===== src/rtl/sevenseg_scanner.sv =====
// Time-multiplexed seven-segment scan controller: walks BCD digits MS-first through one shared
// decoder, drives one-hot digit enables with a dead-time gap and chains ripple-blank across slots.
module sevenseg_scanner #(
    parameter int DIGITS  = 4,
    parameter int CLK_DIV = 1024,
    parameter int DEAD    = 16
) (
    input  logic                  clk,
    input  logic                  reset,
    input  logic [4*DIGITS-1:0]   value,
    input  logic                  load,
    input  logic                  lz_blank,
    input  logic                  rbo_in,
    output logic [3:0]            data,
    output logic                  rbi,
    output logic [DIGITS-1:0]     digit_en,
    output logic                  frame_done
);

    localparam int PW = $clog2(CLK_DIV);
    localparam int IW = $clog2(DIGITS);

    localparam logic [PW-1:0] PRESC_LAST = PW'(CLK_DIV - 1);
    localparam logic [PW-1:0] DEAD_START = PW'(DEAD);
    localparam logic [IW-1:0] IDX_MS     = IW'(DIGITS - 1);

    logic [PW-1:0]          r_presc;
    logic [IW-1:0]          r_idx;
    logic [4*DIGITS-1:0]    r_active;
    logic [4*DIGITS-1:0]    r_pending;
    logic                   r_pendValid;
    logic [3:0]             r_data;
    logic                   r_rbi;
    logic [DIGITS-1:0]      r_digitEn;
    logic                   r_frameDone;

    logic                   w_slotEnd;
    logic                   w_frameEnd;
    logic [PW-1:0]          w_nextPresc;
    logic [IW-1:0]          w_nextIdx;
    logic [4*DIGITS-1:0]    w_nextActive;
    logic [3:0]             w_nextNibble;
    logic [DIGITS-1:0]      w_nextEn;
    logic                   w_nextRbi;

    assign w_slotEnd  = (r_presc == PRESC_LAST);
    assign w_frameEnd = w_slotEnd && (r_idx == '0);

    // Outputs are registered from next-state values so they line up with the slot they describe.
    always_comb begin
        w_nextPresc  = w_slotEnd ? '0 : r_presc + 1'b1;
        w_nextIdx    = r_idx;
        if (w_slotEnd) begin
            w_nextIdx = (r_idx == '0) ? IDX_MS : r_idx - 1'b1;
        end

        w_nextActive = r_active;
        if (w_frameEnd) begin
            if (load) begin
                w_nextActive = value;
            end else if (r_pendValid) begin
                w_nextActive = r_pending;
            end
        end

        w_nextNibble = '0;
        w_nextEn     = '0;
        for (int i = 0; i < DIGITS; i++) begin
            if (w_nextIdx == IW'(i)) begin
                w_nextNibble = w_nextActive[i*4 +: 4];
                w_nextEn[i]  = (w_nextPresc >= DEAD_START);
            end
        end

        // The rbi register doubles as the ripple-blank chain: it latches rbo_in at each slot end.
        w_nextRbi = r_rbi;
        if (w_slotEnd) begin
            if (w_nextIdx == IDX_MS) begin
                w_nextRbi = lz_blank;
            end else if (w_nextIdx == '0) begin
                w_nextRbi = 1'b0;
            end else begin
                w_nextRbi = rbo_in;
            end
        end
    end

    always_ff @(posedge clk) begin
        if (reset) begin
            r_presc     <= '0;
            r_idx       <= IDX_MS;
            r_active    <= '0;
            r_pending   <= '0;
            r_pendValid <= 1'b0;
            r_data      <= '0;
            r_rbi       <= 1'b0;
            r_digitEn   <= '0;
            r_frameDone <= 1'b0;
        end else begin
            r_presc     <= w_nextPresc;
            r_idx       <= w_nextIdx;
            r_active    <= w_nextActive;
            r_data      <= w_nextNibble;
            r_rbi       <= w_nextRbi;
            r_digitEn   <= w_nextEn;
            r_frameDone <= w_frameEnd;
            if (w_frameEnd) begin
                r_pendValid <= 1'b0;
            end else if (load) begin
                r_pending   <= value;
                r_pendValid <= 1'b1;
            end
        end
    end

    assign data       = r_data;
    assign rbi        = r_rbi;
    assign digit_en   = r_digitEn;
    assign frame_done = r_frameDone;

endmodule

===== config.mk =====
export PLATFORM = sky130hd
export DESIGN_NAME = sevenseg_scanner
export DESIGN_NICKNAME = d
export VERILOG_FILES = /design/src/rtl/sevenseg_scanner.sv
export SDC_FILE = /design/constraint.sdc
export NUM_CORES = 1
export LEC_CHECK = 0
export BUFFER_PORTS_ARGS = -buffer_cell sky130_fd_sc_hd__clkbuf_2
export CAP_MARGIN = 20
export CORE_ASPECT_RATIO = 1.1
export CORE_MARGIN = 2
export CORE_UTILIZATION = 46
export DETAILED_ROUTE_END_ITERATION = 8
export GPL_TIMING_DRIVEN = 0
export PLACE_DENSITY = 0.65
export SYNTH_ARGS = -nofsm -noshare
export SYNTH_HDL_FRONTEND = slang
export SYNTH_SLANG_ARGS = --single-unit

===== constraint.sdc =====
create_clock -name clk -period 4.25 [get_ports clk]
set_input_delay 0.425 -clock clk [delete_from_list [all_inputs] [get_ports clk]]
set_output_delay 0.425 -clock clk [all_outputs]
set_load 0.01 [all_outputs]

==> After elaboration in Yosys (flattened, before gate mapping) <==
Index checks and enable logic that the tools add are counted.
{ "totals": {"ff_bits": 55} }
{ "classes": {"add_sub_neg": 2, "n_lt_le_gt_ge": 1, "eq_ne": 4, "n_mux": 12, "n_bitwise": 5, "reduce_logical": 9} }
{ "op_table": {"columns": ["op", "count"], "rows": [
  ["$mux W16", 3],
  ["$mux W4", 4],
  ["$add A10 B1 Y10 const B", 1],
  ["$eq A10 B10 Y1 const B", 1],
  ["$ge A10 B5 Y1 const B", 1],
  ["$mux W10", 1],
  ["$reduce_or A2 Y1", 5],
  ["$not A1 Y1", 5],
  ["$eq A2 B2 Y1 const B", 2],
  ["$logic_not A2 Y1", 2],
  ["$mux W2", 2],
  ["$eq A2 B1 Y1 const B", 1],
  ["$mux W1", 2],
  ["$reduce_and A2 Y1", 1],
  ["$sub A2 B1 Y2 const B", 1],
  ["$logic_and A1 B1 Y1", 1]
]} }

==> Depth between registers and ports, before layout <==
Gate-level depths: netlist (run 1).
{ "logic_depth": {"ltp_word": 8, "depth_mapped": 10, "mapped_depth_nobuf": 7} }

==> Worst setup path before layout (run 1) <==
OpenSTA, ideal clock, no wires.
{ "synth_timing": {"path_type": "register -> register", "from": "register r_presc[0]", "to": "register r_data[0], in the netlist data[0]", "t_arrival_ns": 1.947, "required_time_ns": 4.117, "setup_slack_ns": 2.170, "path_stages_with_launch": 9, "n_path_buf": 2, "synth_period_minus_slack_ns": 2.080, "path_cell_list": "dfxtp_1 > ha_1 > nand4_2 > buf_6 > or4_4 > buf_6 > o22a_2 > a21oi_1 > a2111oi_2"} }
{ "synth_via": {"elab_chain_cells": 7} }
{ "synth_rtl": {"columns": ["item", "line_no", "rtl"], "rows": [
  ["start, declared", "27", "logic [PW-1:0] r_presc;"],
  ["start signal, assigned", "100", "r_presc <= w_nextPresc;"],
  ["$eq A10 B10 Y1 (*)", "46", "assign w_slotEnd = (r_presc == PRESC_LAST);"],
  ["$mux W2 or $logic_and A1 B1 Y1 (tied branches)", "53, 47", null],
  ["$logic_not A2 Y1 or $mux W16 (tied branches)", "69, 58", null],
  ["$mux W4 (3 in series)", "69", "if (w_nextIdx == IW'(i)) begin"],
  ["$mux W4 (*)", "69", null],
  ["end signal, assigned", "103", "r_data <= w_nextNibble;"],
  ["end, declared", "32", "logic [3:0] r_data;"]
]} }
Every way passes the cells marked *; elsewhere a longest branch is shown, timed or not.
A chain may end at the register's enable or synchronous reset.

==> Worst setup path in the final report (run 1) <==
{ "layout_timing": {"from": "register r_presc[0]", "to": "register r_data[1], in the netlist data[1]"} }
Same word-level chain as after synthesis.

==> impl_metrics.env, run 1 <==
export IMPL_die_y_um=83.7
export IMPL_cts_repair_resized=0
export IMPL_seq_area_frac_synth_pct=41.5
export IMPL_worstSetupPathType="register to register"
export IMPL_cts_tree="yes"
export IMPL_dp_hpwl_mm=4.65
export IMPL_core_area_um2=5660
export IMPL_ys_seq_elements=55
export IMPL_synth_distinct_cells=56
export IMPL_synth_fp_nets=330
export IMPL_syn_inst=306
export IMPL_cts_buffer_depth=2
export IMPL_clkLatencyLatePin_ns=0.32
export IMPL_grt_usage_pct=21.1
export IMPL_die_area_um2=6390
export IMPL_cp_max_fo=10
export IMPL_start_kind="register"
export IMPL_diodes=0
export IMPL_rsz0062_at_grt="false"
export IMPL_totalPowerFinal_uw=983
export IMPL_finClkSkew_ns=0.0129
export IMPL_grt_overflow_total=0
export IMPL_grt_pass1_vias=2197
export IMPL_cts_buffers=5
export IMPL_row_count=29
export IMPL_wirelength_mm=6.50
export IMPL_p_per_area_nw_per_um2=326
export IMPL_period_needed_ns=2.51
export IMPL_arrival_ns=2.72
export IMPL_relSlewSlack_pct=46.4
export IMPL_finalHoldViolations=0
export IMPL_ir_drop_v=0.000182
export IMPL_area_delta_synth_final_pct=13.7
export IMPL_boundaryPins=31
export IMPL_drt_pass1_iterations=5
export IMPL_worstPathRequired_ns=4.46
export IMPL_avgSynthCellArea_um2=8.67
export IMPL_synthFlopType="dfxtp_1"
export IMPL_cap_violations=0
export IMPL_final_antenna_net_count=0
export IMPL_maxSlewViolCount=0
export IMPL_hold_buffers=0
export IMPL_initial_utilization_pct=46.9
export IMPL_antenna_found_initial=0
export IMPL_p_leak_uw=0.00115
export IMPL_htreeDepth=2
export IMPL_die_w_um=76.4
export IMPL_syn_area_um2=2650
export IMPL_io_buffers=29
export IMPL_drc=0
export IMPL_fmax_mhz=399
export IMPL_clk_pin_slew_ns=0.10
export IMPL_cts_sinks=55
export IMPL_setup_tns_ns=0
export IMPL_gp_congestion=0.902
export IMPL_synth_warnings=0
export IMPL_status="completed"
export IMPL_synth_edf_count=0
export IMPL_post_cts_buffers=0
export IMPL_async_flop_share_pct=0
export IMPL_wl_per_cell_um=15.5
export IMPL_vias=2400
export IMPL_timing_final_crit_share_pct=59.0
export IMPL_tightestPinTransition_ns=0.797
export IMPL_grt_pass1_wl_mm=10.7
export IMPL_finalSetupViolations=0
export IMPL_grt_max_degree=18
export IMPL_endpoint_kind="register"
export IMPL_final_nets=366
export IMPL_hold_path_class="input pin to register"
export IMPL_drt_iter0_drc=125
export IMPL_clockRootBuffer="clkbuf_8"
export IMPL_nFillCells=572
export IMPL_avgViaCountPerCell=5.71
export IMPL_drive_above_1_share_pct=19.8
## where the power goes
group	leakage (uW)	switching, uW	internal, uW	total [uW]
sequential	0.000447	6.19	527	533
clock	0.0000618	185	194	379
combinational	0.000642	41.7	28.9	70.6
total	0.00115	233	750	983
## cells in the mapped netlist (all sizes together) (2+ instances only)
master	instances	share of area (%)
inv	6	0.85
a31oi	5	1.2
xor2	3	0.99
a2bb2oi	4	1.3
a211oi	8	2.3
buf	15	4.1
and3	2	0.47
nand4	3	0.94
nor2b	7	1.7
dfxtp	55	41
o21bai	3	0.85
a2111oi	3	1.5
a21oi	24	4.5
nand3	18	3.4
clkbuf	8	1.2
o22a	7	2.6
nand3b	2	0.57
o21ai	11	2.1
xnor2	2	0.66
nor3	7	1.3
or3	4	0.99
a32oi	2	0.66
o22ai	8	2.1
nor2	30	4.2
a211o	2	0.66
ha	3	1.4
nand2b	3	0.71
a32o	3	1.1
mux2i	5	1.9
o32a	5	1.9
nand2	28	4.1
nor4	6	1.9
## cell families after synthesis
logic type | share of synthesized area, %
AOI/OAI and AO/OA | 24.9
xor gates and xnor gates | 1.65
adders and majority gates | 1.41
buffers and inverters | 6.65
DFF | 41.5
muxes | 1.89
and+or+nand+nor | 22.0
## cell type report
cell class / instances / area [um2] / area share (%)
sequential: 55 / 1100 / 36.5
multi-input combinational: 220 / 1380 / 45.6
buffer: 24 / 150 / 4.98
clock buffer: 6 / 82.6 / 2.74
clock inverter: 2 / 38.8 / 1.29
tap: 77 / 96.3 / 3.19
inverter: 7 / 26.3 / 0.871
timing repair buffer: 29 / 145 / 4.81
## worst max-delay path, cell delays in order (launching register included)
cell	delay (ns)
dfxtp_1	0.39
ha_1	0.29
nand4_2	0.15
buf_6	0.17
nor4_2	0.65
o21ai_0	0.31
a2111oi_2	0.45
## final timing paths
path | from | endpoint | slack, ns | cells after the start
worst min register to register | r_pending[1] | r_pending[1] | 0.46 | 2
worst max-delay path | r_presc[0] | data[1] | 1.74 | 6
worst min-delay path | reset | r_active[14] | 0.30 | 2
worst max register to register | r_presc[0] | data[1] | 1.74 | 6
## per-stage QoR
stage	area, um2	hold WS (ns)	cells	util [%]	setup WS, ns
after floorplan	2650	0.431	306	-	2.17
after global placement	2900	0.439	412	51.1	1.70
after detailed placement	2900	0.443	412	51.1	1.69
after CTS	3020	0.298	420	53.3	1.72
after global routing	3020	0.314	420	53.3	1.54
final	3020	0.300	420	53.3	1.74
## per-layer routing
metal	up-vias	track usage (%)	share of wire [%]
met1	1140	26.8	47
met3	11	3.79	3.7
li1	1201	-	-
met5	-	0	0
met2	48	35.5	48
met4	0	8.76	2.0
## sequential cells by signal, summed over array words and instances (netlist names)
signal and count:
r_pending 16, frame_done 1, r_active 16, digit_en 4
r_presc 10, data 4, r_idx 2, rbi 1
r_pendValid 1
## cell usage in the layout (no fill, tap or decap), types with 7 or more instances in the layout
cell,synthesis,routed
a211oi_1,8,8
a21oi_1,24,24
clkbuf_1,7,7
clkbuf_2,1,30
dfxtp_1,55,55
nand2_1,26,26
nand3_1,18,18
nor2_1,30,30
nor2b_1,7,7
nor3_1,7,7
o21ai_0,11,11
o22a_2,7,7
o22ai_1,7,7
Note: power is estimated with default switching activity, not from simulation.
==> run 2, diff against run 1 <==
--- a/config.mk
+++ b/config.mk
@@ -5,6 +5,7 @@
 export SDC_FILE = /design/constraint.sdc
 export NUM_CORES = 1
 export LEC_CHECK = 0
+export ABC_AREA = 1
 export BUFFER_PORTS_ARGS = -buffer_cell sky130_fd_sc_hd__clkbuf_2
 export CAP_MARGIN = 20
 export CORE_ASPECT_RATIO = 1.1
@@ -12,7 +13,7 @@
 export CORE_UTILIZATION = 46
 export DETAILED_ROUTE_END_ITERATION = 8
 export GPL_TIMING_DRIVEN = 0
-export PLACE_DENSITY = 0.65
+export PLACE_DENSITY = 0.68
 export SYNTH_ARGS = -nofsm -noshare
 export SYNTH_HDL_FRONTEND = slang
 export SYNTH_SLANG_ARGS = --single-unit
==> constraint.sdc (replaced) <==
create_clock -name clk -period 2.26 [get_ports clk]
set_input_delay 0.226 -clock clk [delete_from_list [all_inputs] [get_ports clk]]
set_output_delay 0.226 -clock clk [all_outputs]
set_load 0.01 [all_outputs]
==> impl_metrics.env, run 2 <==
export IMPL_dpl_cell_area_um2=2890
export IMPL_relSlewSlack_pct=63.8
export IMPL_row_count=28
export IMPL_drt_pass1_iterations=4
export IMPL_synth_warnings=0
export IMPL_tightestPinTransition_ns=0.543
export IMPL_final_antenna_net_count=0
export IMPL_crit_slowest_cell="dfxtp_1"
export IMPL_clk_pin_slew_ns=0.10
export IMPL_avgViaCountPerCell=4.65
export IMPL_post_cts_buffers=0
export IMPL_gp_congestion=0.786
export IMPL_fin_cells=496
export IMPL_cp_common_cell="nor2_1"
export IMPL_crit_path_start="r_presc[0]"
export IMPL_multi_input_area_um2=1300
export IMPL_area_delta_synth_final_pct=12.8
export IMPL_grt_overflow_total=0
export IMPL_syn_area_um2=2650
export IMPL_synthFlopType="dfxtp_1"
export IMPL_hold_path_class="input pin to register"
export IMPL_final_nets=444
export IMPL_period_needed_ns=1.89
export IMPL_synthTopCellsByArea="dfxtp_1, nand2_1, nor2_1"
export IMPL_core_area_um2=5470
export IMPL_dp_hpwl_mm=4.24
export IMPL_grt_usage_pct=18.5
export IMPL_antenna_found_initial=0
export IMPL_fmax_mhz=530
export IMPL_seq_area_frac_synth_pct=41.6
export IMPL_finalHoldViolations=0
export IMPL_layout_commonest_cell="nand2_1"
export IMPL_dpl_cell_count=488
export IMPL_finalSetupViolations=0
export IMPL_avgSynthCellArea_um2=6.91
export IMPL_path_cells="ha_1 > nand2_2 > nor2_4 > nand3_4 > nor2_2 > buf_4 > nand2_1 > o21ai_1 > nor2_1 > nor2_1 > nor2_1"
export IMPL_reg2reg_from="r_presc[0]"
export IMPL_final_core_utilization_pct=54.6
export IMPL_drive_above_1_share_pct=15.9
export IMPL_endpoint_kind="register"
export IMPL_timing_final_crit_share_pct=83.5
export IMPL_die_area_um2=6380
export IMPL_setup_tns_ns=0
export IMPL_initial_utilization_pct=48.4
export IMPL_grt_pass1_wl_mm=9.69
export IMPL_maxSlewViolCount=0
export IMPL_critical_path_top_delay_family="simple AND/OR/NAND/NOR gates"
export IMPL_cts_repair_resized=0
export IMPL_async_flop_share_pct=0
export IMPL_ir_drop_v=0.000263
export IMPL_seqCellArea_um2=1100
export IMPL_clkLatencyLatePin_ns=0.30
export IMPL_largest_registers="r_active x16, r_pending x16, r_presc x10"
export IMPL_htreeDepth=2
export IMPL_clockRootBuffer="clkbuf_8"
export IMPL_synth_fp_nets=407
export IMPL_worstSetupPathType="register to register"
export IMPL_final_cell_mix="nand2_1, nor2_1, dfxtp_1"
export IMPL_drc=0
export IMPL_worstPathRequired_ns=2.46
export IMPL_synth_distinct_cells=28
export IMPL_layout_setup_ws_ns=0.372
export IMPL_start_kind="register"
export IMPL_die_w_um=76.3
export IMPL_boundaryPins=31
export IMPL_grt_max_degree=17
export IMPL_ys_seq_elements=55
export IMPL_vias=2307
export IMPL_p_leak_uw=0.00136
export IMPL_nFillCells=568
export IMPL_rsz0062_at_grt="false"
export IMPL_hold_buffers=0
export IMPL_cts_buffers=5
export IMPL_wirelength_mm=5.57
export IMPL_grt_pass1_vias=2089
export IMPL_synth_edf_count=0
export IMPL_cp_max_fo=10
export IMPL_cts_sinks=55
export IMPL_die_y_um=83.6
export IMPL_yosys_top_cells_count="nand2_1, nor2_1, dfxtp_1"
export IMPL_io_buffers=30
export IMPL_cap_violations=0
export IMPL_cts_buffer_depth=2
export IMPL_dp_slack_ns=0.368
export IMPL_p_per_area_nw_per_um2=567
export IMPL_post_synth_top_count_cell="nand2_1"
export IMPL_diodes=0
export IMPL_finalInstanceArea_um2=2990
export IMPL_synth_top_cell_by_area="dfxtp_1"
export IMPL_wl_per_cell_um=11.2
export IMPL_finClkSkew_ns=0.0129
export IMPL_drt_iter0_drc=141
export IMPL_synth_top_area_share_pct=41.6
export IMPL_arrival_ns=2.09
export IMPL_cts_tree="yes"
export IMPL_path_buf_inv=1
export IMPL_status="completed"
export IMPL_slowest_delay_ns=0.39
export IMPL_syn_inst=383
export IMPL_min_from="value[8]"
-- run 2: cell type report --
class | instances | share of cell area, %
clock buffer | 7 | 2.89
clock inverter | 1 | 0.293
buffer | 14 | 2.64
timing repair buffer | 30 | 5.03
sequential | 55 | 36.9
tap | 75 | 3.14
multi-input combinational | 269 | 43.5
inverter | 45 | 5.66
-- run 2: final timing paths --
path                   to  slack, ns  depth (start not counted)
max               data[1]       0.37                         11
max reg2reg       data[1]       0.37                         11
min reg2reg  r_pending[5]       0.45                          2
min          r_pending[8]       0.16                          3
-- run 2: kinds of logic after synthesis --
group                    Yosys count  synth area share, %
AO/OA/AOI/OAI                     59                 12.1
XOR/XNOR                           1                0.331
adder cells (fa/ha/maj)            3                 1.42
buffers and inverters             59                 9.36
flip-flops                        55                 41.6
AND/OR/NAND/NOR                  206                 35.2
-- run 2: where the power goes --
group          internal [uW]  total [uW]  switching (uW)
combinational           46.6         129            82.1
sequential               994        1010            12.6
clock                    252         560             308
total                   1290        1690             403
-- run 2: worst min-delay path: stages --
cell      delay, ns
clkbuf_2       0.08
inv_1          0.06
a211oi_1       0.06
-- run 2: routing by layer --
metal | global-route usage [%] | part of all wire [%] | vias to the layer above
met3 | 3.90 | 3.6 | 6
met5 | 0 | 0 | -
met2 | 32.3 | 49 | 33
li1 | - | - | 1263
met1 | 23.5 | 47 | 1005
met4 | 3.97 | 1.0 | 0
-- run 2: per-stage QoR --
stage          power, uW  hold slack (ns)
2_1_floorplan       1110            0.379
3_3_place_gp        1150            0.435
3_5_place_dp        1160            0.440
4_1_cts             1710            0.150
5_1_grt             1780            0.159
6_report            1690            0.156
==> run 3, diff against run 2 <==
--- a/config.mk
+++ b/config.mk
@@ -5,7 +5,7 @@
 export SDC_FILE = /design/constraint.sdc
 export NUM_CORES = 1
 export LEC_CHECK = 0
-export ABC_AREA = 1
+export ABC_AREA = 0
 export BUFFER_PORTS_ARGS = -buffer_cell sky130_fd_sc_hd__clkbuf_2
 export CAP_MARGIN = 20
 export CORE_ASPECT_RATIO = 1.1
@@ -13,7 +13,7 @@
 export CORE_UTILIZATION = 46
 export DETAILED_ROUTE_END_ITERATION = 8
 export GPL_TIMING_DRIVEN = 0
-export PLACE_DENSITY = 0.68
+export PLACE_DENSITY = 0.65
 export SYNTH_ARGS = -nofsm -noshare
 export SYNTH_HDL_FRONTEND = slang
 export SYNTH_SLANG_ARGS = --single-unit
==> constraint.sdc (replaced) <==
create_clock -name clk -period 1.8 [get_ports clk]
set_input_delay 0.18 -clock clk [delete_from_list [all_inputs] [get_ports clk]]
set_output_delay 0.18 -clock clk [all_outputs]
set_load 0.01 [all_outputs]
==> impl_metrics.env, run 3 (synthesis results as in run 1) <==
export IMPL_final_antenna_net_count=0
export IMPL_avgViaCountPerCell=5.73
export IMPL_row_count=29
export IMPL_area_delta_synth_final_pct=38.0
export IMPL_violations="setup timing"
export IMPL_final_cell_mix="dfxtp_1, buf_4, nor2_1, clkbuf_2, nand2_1"
export IMPL_dp_hpwl_mm=4.70
export IMPL_cts_tree="yes"
export IMPL_finalSetupViolations=27
export IMPL_die_w_um=76.4
export IMPL_diodes=0
export IMPL_worstSetupPathType="register to register"
export IMPL_ir_drop_v=0.000413
export IMPL_endpoint_kind="register"
export IMPL_finalHoldViolations=0
export IMPL_fmax_mhz=497
export IMPL_timing_final_crit_share_pct=112
export IMPL_start_kind="register"
export IMPL_finalInstanceArea_um2=3660
export IMPL_clkLatencyLatePin_ns=0.31
export IMPL_wirelength_mm=7.67
export IMPL_gp_congestion=0.864
export IMPL_clockRootBuffer="clkbuf_8"
export IMPL_antenna_found_initial=0
export IMPL_period_needed_ns=2.01
export IMPL_hold_path_class="input pin to register"
export IMPL_grt_usage_pct=24.0
export IMPL_drive_above_1_share_pct=41.1
export IMPL_layout_setup_ws_ns=-0.214
export IMPL_path_cells="inv_4 > ha_4 > nand4_1 > or3_4 > buf_8 > o32a_1 > a21oi_2 > nor4_2"
export IMPL_hold_buffers=0
export IMPL_drc=0
export IMPL_cts_buffer_depth=2
export IMPL_status="finished, violations left"
export IMPL_drt_pass1_iterations=4
export IMPL_p_leak_uw=0.00141
export IMPL_cts_buffers=5
export IMPL_slowest_delay_ns=0.42
export IMPL_vias=2590
export IMPL_multi_input_area_um2=1750
export IMPL_setup_tns_ns=-3.16
export IMPL_clk_pin_slew_ns=0.10
export IMPL_seqCellArea_um2=1120
export IMPL_boundaryPins=31
export IMPL_nFillCells=490
export IMPL_largest_registers="r_active x16, r_pending x16, r_presc x10"
export IMPL_arrival_ns=2.20
export IMPL_cap_violations=0
export IMPL_rsz0062_at_grt="true"
export IMPL_final_nets=398
export IMPL_worstPathRequired_ns=1.99
export IMPL_core_area_um2=5660
export IMPL_cts_sinks=55
export IMPL_relSlewSlack_pct=58.5
export IMPL_io_buffers=29
export IMPL_initial_utilization_pct=46.9
export IMPL_maxSlewViolCount=0
export IMPL_die_y_um=83.7
export IMPL_grt_overflow_total=0
export IMPL_grt_pass1_vias=2488
export IMPL_dpl_cell_area_um2=2990
export IMPL_htreeDepth=2
export IMPL_grt_pass1_wl_mm=12.2
export IMPL_p_per_area_nw_per_um2=581
export IMPL_crit_slowest_cell="or3_4"
export IMPL_cp_max_fo=5
export IMPL_layout_commonest_cell="dfxtp_1"
export IMPL_grt_max_degree=16
export IMPL_drt_iter0_drc=121
export IMPL_tightestPinTransition_ns=0.622
export IMPL_finClkSkew_ns=0.00870
export IMPL_wl_per_cell_um=17.0
export IMPL_die_area_um2=6390
## run 3: changes by cell type in the layout (fill, tap and decap cells not counted), sizes merged, moves of 7 or more
cell / delta
a21oi: +13
buf: +40
inv: -39
nand2: -80
nor2: -48
nor2b: +7
o21ai: -30
o22a: +7
## run 3: final cells by class
class	count	share of cell area, %
plain buffers	21	4.54
clock inverters	1	0.137
multi-input cells	220	47.7
well taps	77	2.63
inverters	7	0.786
clock buffers	7	2.08
flip-flops and latches	55	30.5
repair buffers	64	11.5
## run 3: path summary, 6_finish.rpt
| check | slack (ns) | to | start | cells past startpoint |
|---|---|---|---|---|
| worst max register to register | -0.21 | data[2] | r_idx[1] | 8 |
| worst min register to register | 0.45 | r_pending[9] | r_pending[9] | 2 |
| worst max-delay path | -0.21 | data[2] | r_idx[1] | 8 |
| worst min-delay path | 0.06 | r_presc[1] | reset | 2 |
## run 3: report_power, final
group	internal [uW]	switching [uW]
registers	1240	17.2
clock network	274	388
logic	88.4	119
## run 3: metrics by stage
step | utilization [%] | hold WS, ns | total power (uW) | instances | worst slack, ns
final | 64.7 | 0.0630 | 2130 | 452 | -0.214
after global placement | 52.9 | 0.392 | 1460 | 412 | -0.449
after detailed placement | 52.9 | 0.395 | 1460 | 412 | -0.429
after floorplan | - | 0.324 | 1400 | 306 | -0.106
after CTS | 59.5 | 0.0614 | 2120 | 441 | -0.174
after global routing | 64.7 | 0.0630 | 2230 | 452 | -0.311
## run 3: critical path, delay by kind of cell, from the launching register on
kind,cells,cell delay [ns]
compound gates,2,0.55
buf+inv,2,0.21
flops,1,0.36
simple gates,3,0.63
fa+ha+maj,1,0.15
## run 3: metal layers
| layer | GRT usage [%] | wire [um] |
|---|---|---|
| met5 | 0 | 0 |
| met4 | 9.09 | 155 |
| met3 | 4.22 | 326 |
| met1 | 29.2 | 3180 |
| met2 | 42.2 | 4000 |
## run 3: repair_timing
item                                    CTS  global route
endpoints found under the setup margin   43            41
gates cloned                              1             1
gates resized for setup                  30            45
pin swaps                                13            33
buffers inserted                         23            13
